## src/rtl/extend_pkg.sv

```systemverilog
// Shared widths, mode encodings and mode type for the immediate extension unit.
package extend_pkg;

  localparam int IMM_W = 12;
  localparam int XLEN  = 32;

  typedef logic [1:0] ext_mode_t;

  localparam ext_mode_t EXT_SIGN      = 2'b00;
  localparam ext_mode_t EXT_ZERO      = 2'b01;
  localparam ext_mode_t EXT_SIGN_SH1  = 2'b10;
  localparam ext_mode_t EXT_SIGN_SH12 = 2'b11;

endpackage

```

## src/rtl/extend_core.sv

```systemverilog
// Combinational 12-to-32-bit immediate extension: sign, zero and pre-shifted sign forms.
module extend_core
  import extend_pkg::*;
(
  input  logic [IMM_W-1:0] extender,
  input  ext_mode_t        mode,
  output logic [XLEN-1:0]  result
);

  logic [XLEN-1:0] sext;

  assign sext = {{(XLEN-IMM_W){extender[IMM_W-1]}}, extender};

  // Shifted forms drop the bits pushed past bit 31; no overflow is reported.
  always_comb begin
    result = sext;
    case (mode)
      EXT_SIGN:      result = sext;
      EXT_ZERO:      result = {{(XLEN-IMM_W){1'b0}}, extender};
      EXT_SIGN_SH1:  result = {sext[XLEN-2:0], 1'b0};
      EXT_SIGN_SH12: result = {sext[XLEN-13:0], 12'b0};
      default:       result = sext;
    endcase
  end

endmodule

```

## src/rtl/extend_unit_12to32.sv

```systemverilog
// Registered immediate extension unit: one-cycle latency, output held when no valid input.
module extend_unit_12to32
  import extend_pkg::*;
(
  input  logic             clk,
  input  logic             rst_n,
  input  logic [IMM_W-1:0] extender,
  input  logic [1:0]       mode,
  input  logic             in_valid,
  output logic [XLEN-1:0]  extendido,
  output logic             out_valid
);

  logic [XLEN-1:0] core_result;
  logic [XLEN-1:0] extendido_d, extendido_q;
  logic            out_valid_d, out_valid_q;

  extend_core u_core (
    .extender (extender),
    .mode     (ext_mode_t'(mode)),
    .result   (core_result)
  );

  // Only select the core result when valid, so undriven inputs never reach the register.
  always_comb begin
    extendido_d = extendido_q;
    out_valid_d = in_valid;
    if (in_valid) begin
      extendido_d = core_result;
    end
  end

  always_ff @(posedge clk or negedge rst_n) begin
    if (!rst_n) begin
      extendido_q <= '0;
      out_valid_q <= 1'b0;
    end else begin
      extendido_q <= extendido_d;
      out_valid_q <= out_valid_d;
    end
  end

  assign extendido = extendido_q;
  assign out_valid = out_valid_q;

endmodule

```

## config.mk

```make
export PLATFORM = sky130hd
export DESIGN_NAME = extend_unit_12to32
export DESIGN_NICKNAME = d
export VERILOG_FILES = /design/src/rtl/extend_pkg.sv /design/src/rtl/extend_core.sv /design/src/rtl/extend_unit_12to32.sv
export SDC_FILE = /design/constraint.sdc
export NUM_CORES = 1
export LEC_CHECK = 0
export CORE_ASPECT_RATIO = 1.4
export CORE_MARGIN = 1.5
export CORE_UTILIZATION = 35
export DETAILED_ROUTE_END_ITERATION = 8
export HOLD_SLACK_MARGIN = 0.08
export PLACE_DENSITY = 0.75
export SETUP_SLACK_MARGIN = 0.05
export SYNTH_ARGS = -nofsm -noshare
export SYNTH_HDL_FRONTEND = slang
export SYNTH_SLANG_ARGS = --single-unit
```

## constraint.sdc

```tcl
create_clock -name clk -period 1.5 [get_ports clk]
set_clock_uncertainty 0.2 [all_clocks]
set_input_delay 0.15 -clock clk [delete_from_list [all_inputs] [get_ports clk]]
set_output_delay 0.15 -clock clk [all_outputs]
set_load 0.02 [all_outputs]
```

==> summary.md <==
The flow ran to the end, and the final reports show no timing, DRC or antenna violations. The count of nets left with antenna violations once routing finished came out at 0. For the number of H-tree levels, the log shows 1. The tools report the critical path data required time as 1150 ps.

In this run the clock root is driven by a sky130_fd_sc_hd__clkbuf_8. Sequential cells burn 47.7% of the power. Vias per cell: 4.87. The dominant cell by count in the synthesized netlist was sky130_fd_sc_hd__dfrtp_1. Of the cells placed in the final design, the portion with a size suffix greater than 1 is 12.7%.

The number of nets produced by synthesis was 146; the top cell type's share of synthesized area was 47.8%. Counting distinct cell types in the post-synthesis netlist gives 14. The cell count after placement is 210, and the post-placement cell area is 1780 um2. For the pin with the worst max-slew slack, the measured transition is 420 ps. The worst path needs 1390 ps of the cycle, external delays included. The logs give 215 for the final instance count without filler cells and 2.82 mm for the total wirelength of the detailed-routed design. The run gives 36.2% as the initial core utilization.

The tools report the smallest hold slack as 329 ps. 50 I/O pins were placed. By area the synthesized netlist is led by sky130_fd_sc_hd__dfrtp_1 (48%), sky130_fd_sc_hd__a31oi_1 (11%), sky130_fd_sc_hd__nand2b_4 (7.4%), sky130_fd_sc_hd__nand3b_1 (6.9%), sky130_fd_sc_hd__buf_4 (6.3%).

The initial antenna violation count was 0. The logs give 0.801 nW for the leakage component of the power and 260 ps for the clock insertion delay at the later pin of the skew report. The number of search-and-repair iterations in the first detailed-routing pass came out at 4. The worst endpoint data arrival time was 1040 ps; the DRC violation total after the first TritonRoute iteration was 27.

The kind of cell with the highest combined delay along the critical path is flip-flops. Number of nets in the finished design: 191. The die area was 4120 um2. The multi-input combinational cell area was 519 um2; the number of DRC violations after detailed routing was 0. Vertical die dimension: 75.3 um. Relative to the synthesized area, the layout overhead comes to 37.3%. The worst setup path is captured at an output pin.

Yosys printed 0 warnings. After clock tree synthesis, the clock-pin slew on the worst setup and hold paths is 80 ps. The final number of max-transition violations was 0. The sequential standard cell area came out at 627 um2. Routability congestion estimate: 0.804.

In the synthesized netlist the dominant register cell turns out to be sky130_fd_sc_hd__dfrtp_1. The tools report the portion of total power attributed to combinational logic as 28.7%. Setup repair after global routing left no endpoint under its margin. Global routing used 15.0% of the available tracks. For the net switching power figure, the log shows 0.497 mW. The final critical-path setup slack is 106 ps, and the first-pass GRT wire length is 4.51 mm. The pin count of the biggest net entering global routing is 45. TritonCTS built the clock tree.

Across the run, the number of max-cap violations was 0. The post-CTS setup-driven buffer insertion count came out at 0. In the synthesized netlist the async set-or-reset flop fraction comes to 100%. The cell at the slowest stage of the critical path was sky130_fd_sc_hd__dfrtp_2. The HPWL after detailed placement is 2.13 mm. In this run the tightest slew margin relative to its limit is 72.0%. Counting the fill cells in the layout gives 350. Detailed routing inserted a total of 1048 vias. The library cell occupying the most area in the post-synthesis netlist is sky130_fd_sc_hd__dfrtp_1.

The clock passes through at most 2 buffers. Synthesis inferred 25 register bits. The final number of setup-violating endpoints is 0, and the mean area per synthesized cell is 10.1 um2.

The clock drives 25 sinks. TritonCTS created 3 clock buffers. In the synthesized netlist, the number of instances is 129. The tools report the final non-filler cell area as 1800 um2. In this design, the stage delay of the slowest critical-path cell is 450 ps. The min-delay analysis places its worst path in the category flip-flop to flip-flop.

The count of input and output buffers was 49. The power density over cell area is 911 nW/um2. The worst-case IR drop observed on VDD is 0.437 mV.

Category of the critical setup timing path: flip-flop to output pin. The worst path buffer plus inverter count is 1. The switching portion of total power came out at 30.4%.

After synthesis the cells add up to 1310 um2. The nature of the critical path startpoint was a flip-flop. The share of the clock period used by the worst path is 92.9%. By count the netlist is led by sky130_fd_sc_hd__dfrtp_1 (25), sky130_fd_sc_hd__a31oi_1 (22), sky130_fd_sc_hd__nor2_1 (22).

The logs give 23.5% for the clock network fraction of design power and 3610 um2 for the core box area. Sequential cells were found to cover 47.8% of the synthesized design area. Global route total overflow: 0.

Of all nets on the critical path, the largest fanout is 10. The hold violation count in the final report came out at 0. The run gives 0.717 GHz as the highest clock rate.

The number of global-route vias before repair came out at 982. For the internal power summed over all cells, the log shows 1.14 mW. Walking the worst path, the cells encountered are dlygate4sd2_1. The floorplan step set the die width to 54.7 um. The synthesized design contains 0 enable-type register cells. 0 antenna diodes ended up in the layout. For the number of core rows, the log shows 26. In the final routed layout, each cell accounts on average for 13.1 um. The run gives -49.7 ps as the placement-stage worst setup slack.
[path summary, 6_finish.rpt]
path,cells after the start,startpoint,slack [ps],endpoint
max,1,extendido[30]$_DFFE_PN0P_,110,extendido[30]
min,2,extendido[0]$_DFFE_PN0P_,330,extendido[0]$_DFFE_PN0P_
max reg2reg,2,extendido[30]$_DFFE_PN0P_,390,extendido[30]$_DFFE_PN0P_
min reg2reg,2,extendido[0]$_DFFE_PN0P_,330,extendido[0]$_DFFE_PN0P_
max in group asynchronous,3,rst_n,260,extendido[30]$_DFFE_PN0P_
min in group asynchronous,3,rst_n,580,extendido[3]$_DFFE_PN0P_
[stage by stage]
step | util, % | TNS, ps | total power [mW]
3_3_place_gp | 49.3 | 0 | 1.32
6_report | 49.7 | 0 | 1.63
5_1_grt | 49.7 | 0 | 1.73
2_1_floorplan | - | 0 | 1.08
3_5_place_dp | 49.3 | -425 | 1.33
4_1_cts | 49.7 | 0 | 1.66
[area by class of cell]
class	instances	share of cell area [%]
tap	42	2.93
multi-input combinational	83	28.9
inverter	1	0.209
clock buffer	4	2.51
timing repair buffer	60	30.5
sequential	25	34.9
[kinds of logic (layout without fill, tap and decap cells)]
kind of cell / count (synthesis) / count (layout) / synth area share, %
buffers and inverters: 21 / 65 / 12.4
AOI/OAI and AO/OA: 24 / 24 / 11.6
DFF: 25 / 25 / 47.8
and+or+nand+nor: 59 / 59 / 28.1
[metal layers]
metal  vias up  wire, um  track usage (%)
met5         -         0                0
met4         0        60             7.78
met3         4       114            0.588
met2        30      1450             24.2
met1       486      1200             20.1
li1        528         -                -
[power by group through the flow]
stage / Sequential (mW) / Clock [mW] / Combinational, mW
after floorplan: 0.877 / 0 / 0.203
after global placement: 0.794 / 0 / 0.527
after detailed placement: 0.797 / 0 / 0.535
after CTS: 0.781 / 0.400 / 0.475
after global routing: 0.790 / 0.430 / 0.510
final: 0.781 / 0.385 / 0.469
[worst register-to-register path, cell delays in order (launching register included)]
cell                      delay [ps]
sky130_fd_sc_hd__dfrtp_2         450
sky130_fd_sc_hd__nor2b_1         140
sky130_fd_sc_hd__a31o_2          210
[state kept, by name, indices dropped and copies added (netlist names)]
name,flops
extendido,24
out_valid,1
[what timing repair did]
item | CTS | global route
endpoints found under the setup margin | 33 | 9
hold buffers | 1 | 0
endpoints found under the hold margin | 25 | 0
gates resized for setup | 33 | 2
[cell usage in the layout, fill, tap and decap left out, types with 3 or more instances in the layout]
cell type,n
sky130_fd_sc_hd__nand3_1,11
sky130_fd_sc_hd__a31oi_1,22
sky130_fd_sc_hd__dlygate4sd2_1,32
sky130_fd_sc_hd__clkdlybuf4s50_1,16
sky130_fd_sc_hd__nand2b_1,6
sky130_fd_sc_hd__dfrtp_1,24
sky130_fd_sc_hd__nand2b_4,7
sky130_fd_sc_hd__buf_4,9
sky130_fd_sc_hd__nor2_1,22
sky130_fd_sc_hd__clkbuf_8,3
sky130_fd_sc_hd__nand3b_1,12
Note: power is estimated with default switching activity, not from simulation.
